[src/rtl/round_key_stack_if.sv]
// ----------------------------------------------------------------------------
// round_key_stack_if
// Handshake bundle between the round-key buffer and its neighbours.
//   Write side (key expander -> buffer): wr_valid, wr_ready, wr_key
//   Read side  (buffer -> inverse rounds): rd_valid, rd_ready, rd_key, rd_round
// Modports:
//   master : producer/consumer view (drives wr_valid/wr_key/rd_ready)
//   slave  : buffer view (drives wr_ready/rd_valid/rd_key/rd_round)
// ----------------------------------------------------------------------------
interface round_key_stack_if #(
    parameter int KEY_WIDTH = 128
);
    logic                 wr_valid;
    logic                 wr_ready;
    logic [KEY_WIDTH-1:0] wr_key;
    logic                 rd_valid;
    logic                 rd_ready;
    logic [KEY_WIDTH-1:0] rd_key;
    logic [3:0]           rd_round;

    modport master (
        output wr_valid, wr_key, rd_ready,
        input  wr_ready, rd_valid, rd_key, rd_round
    );

    modport slave (
        input  wr_valid, wr_key, rd_ready,
        output wr_ready, rd_valid, rd_key, rd_round
    );
endinterface

[src/rtl/round_key_stack.sv]
// ----------------------------------------------------------------------------
// round_key_stack
// Reverse-order round-key buffer for the decryption datapath. Round keys
// arrive in generation order 0..NUM_KEYS-1 and are replayed last-first, one
// per cycle. A stored schedule can be replayed repeatedly via `replay`.
// Ports:
//   clk, rst : clock, asynchronous active-high reset
//   clear    : synchronous abort, back to LOAD with an empty schedule
//   replay   : pulse in HOLD to restart the reverse readout
//   full     : a complete schedule is stored (READ or HOLD)
//   empty    : LOAD with no keys accepted yet
//   bus      : write/read handshakes (round_key_stack_if.slave)
// ----------------------------------------------------------------------------
module round_key_stack #(
    parameter int KEY_WIDTH = 128,
    parameter int NUM_KEYS  = 11
) (
    input  logic                 clk,
    input  logic                 rst,
    input  logic                 clear,
    input  logic                 replay,
    output logic                 full,
    output logic                 empty,
    round_key_stack_if.slave     bus
);
    localparam logic [3:0] LAST = 4'(NUM_KEYS - 1);

    typedef enum logic [1:0] {
        LOAD = 2'd0,
        READ = 2'd1,
        HOLD = 2'd2
    } state_t;

    state_t     state_reg, state_next;
    logic [3:0] wcnt_reg, wcnt_next;
    logic [3:0] rptr_reg, rptr_next;

    logic       wr_ready;
    logic       rd_valid;
    logic       wr_fire;
    logic       rd_fire;
    logic       mem_we;
    logic [3:0] mem_waddr;

    logic [KEY_WIDTH-1:0] mem_rd [NUM_KEYS];

    // Key storage: one register per round, written through a single
    // decoded write port.
    generate
        for (genvar gi = 0; gi < NUM_KEYS; gi++) begin : g_mem
            logic [KEY_WIDTH-1:0] entry_reg;

            always_ff @(posedge clk or posedge rst) begin
                if (rst) begin
                    entry_reg <= '0;
                end else if (mem_we && (mem_waddr == 4'(gi))) begin
                    entry_reg <= bus.wr_key;
                end
            end

            assign mem_rd[gi] = entry_reg;
        end
    endgenerate

    always_ff @(posedge clk or posedge rst) begin
        if (rst) begin
            state_reg <= LOAD;
            wcnt_reg  <= '0;
            rptr_reg  <= '0;
        end else begin
            state_reg <= state_next;
            wcnt_reg  <= wcnt_next;
            rptr_reg  <= rptr_next;
        end
    end

    always_comb begin
        state_next = state_reg;
        wcnt_next  = wcnt_reg;
        rptr_next  = rptr_reg;
        mem_we     = 1'b0;
        mem_waddr  = wcnt_reg;

        // Ready/valid depend only on state and the clear/replay controls, so
        // no combinational path exists from rd_ready or wr_valid.
        wr_ready = !clear && ((state_reg == LOAD) ||
                              ((state_reg == HOLD) && !replay));
        rd_valid = !clear && (state_reg == READ);
        wr_fire  = bus.wr_valid && wr_ready;
        rd_fire  = rd_valid && bus.rd_ready;

        if (clear) begin
            state_next = LOAD;
            wcnt_next  = '0;
            rptr_next  = '0;
        end else begin
            unique case (state_reg)
                LOAD: begin
                    if (wr_fire) begin
                        mem_we    = 1'b1;
                        mem_waddr = wcnt_reg;
                        if (wcnt_reg == LAST) begin
                            state_next = READ;
                            rptr_next  = LAST;
                            wcnt_next  = '0;
                        end else begin
                            wcnt_next = wcnt_reg + 4'd1;
                        end
                    end
                end
                READ: begin
                    if (rd_fire) begin
                        if (rptr_reg == 4'd0) begin
                            state_next = HOLD;
                        end else begin
                            rptr_next = rptr_reg - 4'd1;
                        end
                    end
                end
                HOLD: begin
                    // replay masks wr_ready, so wr_fire cannot coincide with it.
                    if (replay) begin
                        state_next = READ;
                        rptr_next  = LAST;
                    end else if (wr_fire) begin
                        mem_we     = 1'b1;
                        mem_waddr  = 4'd0;
                        wcnt_next  = 4'd1;
                        state_next = LOAD;
                    end
                end
                default: begin
                    state_next = LOAD;
                    wcnt_next  = '0;
                    rptr_next  = '0;
                end
            endcase
        end
    end

    assign bus.wr_ready = wr_ready;
    assign bus.rd_valid = rd_valid;
    assign bus.rd_key   = rd_valid ? mem_rd[rptr_reg] : '0;
    assign bus.rd_round = rd_valid ? rptr_reg : 4'd0;
    assign full         = (state_reg == READ) || (state_reg == HOLD);
    assign empty        = (state_reg == LOAD) && (wcnt_reg == 4'd0);
endmodule
[src/flat_wrapper.sv]
// flat-port wrapper written by rule: the top's interface ports become plain ports
module round_key_stack_flat 
#(
    parameter int KEY_WIDTH = 128,
    parameter int NUM_KEYS  = 11
)
  (clk, rst, clear, replay, full, empty, bus_wr_valid, bus_wr_key, bus_rd_ready, bus_wr_ready, bus_rd_valid, bus_rd_key, bus_rd_round);
  round_key_stack_if #(.KEY_WIDTH(KEY_WIDTH)) bus_i ();
  input  logic clk;
  input  logic rst;
  input  logic clear;
  input  logic replay;
  output logic full;
  output logic empty;
  input wire logic [$bits(bus_i.wr_valid)-1:0] bus_wr_valid;
  input wire logic [$bits(bus_i.wr_key)-1:0] bus_wr_key;
  input wire logic [$bits(bus_i.rd_ready)-1:0] bus_rd_ready;
  output wire logic [$bits(bus_i.wr_ready)-1:0] bus_wr_ready;
  output wire logic [$bits(bus_i.rd_valid)-1:0] bus_rd_valid;
  output wire logic [$bits(bus_i.rd_key)-1:0] bus_rd_key;
  output wire logic [$bits(bus_i.rd_round)-1:0] bus_rd_round;
  assign bus_i.wr_valid = bus_wr_valid;
  assign bus_i.wr_key = bus_wr_key;
  assign bus_i.rd_ready = bus_rd_ready;
  assign bus_wr_ready = bus_i.wr_ready;
  assign bus_rd_valid = bus_i.rd_valid;
  assign bus_rd_key = bus_i.rd_key;
  assign bus_rd_round = bus_i.rd_round;
  round_key_stack #(.KEY_WIDTH(KEY_WIDTH), .NUM_KEYS(NUM_KEYS)) u_core (.clk(clk), .rst(rst), .clear(clear), .replay(replay), .full(full), .empty(empty), .bus(bus_i));
endmodule
[config.mk]
export PLATFORM = sky130hd
export DESIGN_NAME = round_key_stack_flat
export DESIGN_NICKNAME = d
export VERILOG_FILES = /design/src/rtl/round_key_stack_if.sv /design/src/rtl/round_key_stack.sv /design/src/flat_wrapper.sv
export SDC_FILE = /design/constraint.sdc
export NUM_CORES = 2
export LEC_CHECK = 0
export BUFFER_PORTS_ARGS = -buffer_cell sky130_fd_sc_hd__buf_2
export CORE_ASPECT_RATIO = 0.8
export CORE_MARGIN = 1.5
export CORE_UTILIZATION = 60
export CTS_BUF_LIST = sky130_fd_sc_hd__clkbuf_8
export DETAILED_ROUTE_END_ITERATION = 10
export GPL_TIMING_DRIVEN = 0
export HOLD_SLACK_MARGIN = 0.06
export PLACE_DENSITY = 0.88
export SETUP_SLACK_MARGIN = 0.4
export SYNTH_ARGS = -nofsm -noshare
export SYNTH_HDL_FRONTEND = slang
export SYNTH_SLANG_ARGS = --single-unit
[constraint.sdc]
create_clock -name clk -period 88.9 [get_ports clk]
set_input_delay 0 -clock clk [delete_from_list [all_inputs] [get_ports clk]]
set_output_delay 0 -clock clk [all_outputs]
set_load 0.01 [all_outputs]
==> metrics.md <==
| Metric | Value |
|---|---|
| Outcome | complete, but fails checks |
| Failing checks | design-rule violations, max-capacitance violations, max-slew violations |
| CTS tree | yes |
| Cell variety after synth | 41 |
| Wirelength per Cell | ~26 um |
| Multiplexer area fraction after synthesis | a little over a third |
| Final Hold Viols | 0 |
| Crit Path Class | flop to output pin |
| Sequential area share after synthesis | between 50% and 60% |
| Chip width | 370 um |
| DRT iter0 DRCs | around 4.3k |
| Post-synth EDFFs | 0 |
| Core Util, Final | 70.7% |
| Worst IR Drop VDD | around 0.000017 V |
| Clk slew on worst S/H paths | 70 ps |
| DRC | 33 |
| Layout Skew | 38.4 ps |
| Max FFs per register | roughly 1.4k |
| IO Port Bufs | 268 |
| Cell chain of the critical path | inv_1 > ha_1 > nand2b_1 > nor2_1 > nand2_1 > clkbuf_1 > buf_1 > o22ai_1 > buf_2 |
| Largest family of logic cells by synthesized area | multiplexers |
| Hold path depth | 5 |
| RR Startpoint | u_core.rptr_reg[0] |
| Vias in the first global route | around 48k |
| Fin crit period | between 5000 and 6000 ps |
| Total power | 2.05 mW |
| Initial core utilization | between 60% and 70% |
| FMAX | 197 MHz |
| Synthesized flop and latch total | 1418 |
| Dpl hpwl | approximately 120000 um |
| Share of the synthesized area in the top cell type | 54.9% |
| GRT Resource Usage Total | about 34% |
| IO Count | 270 |
| Worst slew margin | -4.05% |
| Commonest non-fill, non-tap cell in the layout | dfrtp_1 |
| Routed WL | 185000 um |
| Crit-path max FO | 10 |
| Grt ovf | 0 |
| Req. time, crit path | about 89000 ps |
| RR Endpoint | u_core.state_reg[0] |
| Worst Hold Endpoint | u_core.rptr_reg[3] |
| Yosys synthesis warning count | 0 |
| Num rows | ~110 |
| Clock buffers created by TritonCTS | roughly 210 |
| Area contributors post-synth | dfrtp_1, mux2_2, mux2_1 |
| Cells after Synth | between 4k and 5k |
| RePlAce Congestion | approximately 0.87 |
| Fin. max-slew vios | 11 |
| Final setup fails | 0 |
| Compound-cell area share of the yosys netlist | approximately 4.0% |
| Critical Path Slowest Stage Cell | nand2_1 |
| CTS Buffer Depth | 3 |
| Setup repair after global routing missed its margin | false |
| Crit path capture type | output pin |
| First drt pass iteration count | 11 |
| First-pass GRT wire length | about 280000 um |
| Period utilisation layout | around 5.7% |
| Synth-to-layout area growth | 16.6% |
| DRT antenna net count | 0 |
| H-tree levels | 4 |
| CP startpoint kind | flop |
| CP peak stage delay | about 1000 ps |
| Die area | ~0.11 mm2 |
| Initial antenna violation count | 20 |
| Die Y | 297 um |
| Maxcap violations | 1 |
| Setup TNS | 0 ps |
| Net count, final | around 5.6k |
| GRT met2 Usage | slightly above 50% |
| WP data arrival | 5070 ps |
| Asr flop ratio synth | between 90% and 100% |
| Final cell count without fillers | just over 7k |
| GR peak layer | met2 |
| Vias | 44.7k |
| Pwr/cell area | approximately 27 mW/mm2 |
| Final WS setup | approximately 84000 ps |
| Core area | ~0.11 mm2 |
| CTS Root Cell | clkbuf_8 |
| Synthesized area per cell | 13.9 um2 |
| Synth Flop Type | dfrtp_1 |
| Routing usage on met3 | roughly 8.8% |
| Share of post-route cells with drive strength above 1 | a little over a third |
| Hold Path Origin | bus_rd_ready |
| Cell area after synthesis | ~0.065 mm2 |
| Synth Area in Adders | less than 1% |
| R2r setup slk | about 86000 ps |
| Avg Vias per Cell | between 6 and 7 |
| Met1 GRT Util | 44.2% |
| Post-synthesis xor/xnor area fraction | 0% |
| Worst slack, placed | 85160 ps |
| Clock sink total | between 1k and 1.5k |
| Static leakage | 36.0 nW |
| Clock Latency Late Sink | between 900 and 1000 ps |
| Slew @ Worst Pin | 1560 ps |
| Largest net degree at the start of global routing | approximately 140 |
| Synth area leader | dfrtp_1 |
| Post-synthesis simple-gate area fraction | between 2 and 3% |
| # placed instances | roughly 6.4k |
| Synthesized net count | just under 5k |
| Hold Path Class | input pin to flop |
| Leading cell types in the layout, fill and taps excluded | dfrtp_1, mux2_2, buf_2 |
| Reg2Reg Depth | 11 |
[routing by layer]
layer	part of all wire, %	vias up
met5	0.061	-
li1	-	18357
met1	39	23056
met4	6.5	16
met2	45	2526
met3	9.1	784
[synth_stat cells, types with 4 or more instances]
master and n:
a21oi_1 132, a22oi_1 127, buf_1 23, buf_2 146, buf_4 67, clkbuf_1 220
dfrtp_1 1418, ha_1 8, inv_1 13, mux2_1 389, mux2_2 1020, mux2i_1 384
mux4_2 129, nand2_1 135, nand3b_1 4, nor2_1 277, o21ai_0 8, o22ai_1 129
[report_power, final]
part	switching, mW	internal, mW
Sequential	0.0754	0.774
Clock	0.258	0.287
Combinational	0.361	0.293
[how the worst max path moves through the flow]
| stage | startpoint | cells past startpoint | slack (ps) | to |
|---|---|---|---|---|
| 2_1_floorplan | rst | 1 | 48910 | u_core.g_mem[0].entry_reg[0] |
| 3_5_place_dp | u_core.state_reg[1] | 9 | 85160 | bus_rd_key[98] |
| 3_3_place_gp | rst | 2 | 35480 | u_core.g_mem[1].entry_reg[72] |
| 4_1_cts | u_core.state_reg[1] | 9 | 84140 | bus_rd_key[98] |
| 6_report | u_core.state_reg[1] | 9 | 83830 | bus_rd_key[98] |
| 5_1_grt | u_core.state_reg[1] | 9 | 83900 | bus_rd_key[99] |
[kinds of logic after synthesis]
kind of cell | Yosys count
buffers and inverters | 470
flip-flops | 1418
multiplexers | 1922
AND/OR/NAND/NOR | 433
AO/OA/AOI/OAI | 410
adder cells (fa/ha/maj) | 8
[final cells by class]
type,instances,area (um2)
Timing Repair Buffer,568,4550
Fill cell,6356,31300
Clock buffer,279,3840
Inverter,14,60.1
Multi-Input combinational cell,2773,27000
Buffer,456,2150
Sequential cell,1418,35500
Clock inverter,99,518
Antenna cell,14,35.0
Tap cell,1417,1770
[stage by stage]
stage                     instance area, um2  hold WS (ps)
final                                  75400           217
after global routing                   75400           232
after CTS                              75400          98.6
after detailed placement               68200           161
after global placement                 67800           231
after floorplan                        64700           135
[critical path, delay by kind of cell (launching register included)]
| family | cells | cell delay [ps] |
|---|---|---|
| AO/OA/AOI/OAI | 1 | 450 |
| adder cells (fa/ha/maj) | 1 | 210 |
| buffers and inverters | 4 | 1870 |
| flip-flops | 1 | 400 |
| AND/OR/NAND/NOR | 3 | 1200 |
[timing repair]
action                    in CTS  in global routing
setup buffers                  0                  0
hold endpoints to repair    1863                  0
hold buffers                 285                  0
gates resized for setup        0                  0
No activity file was read; power rests on OpenSTA's default activity.
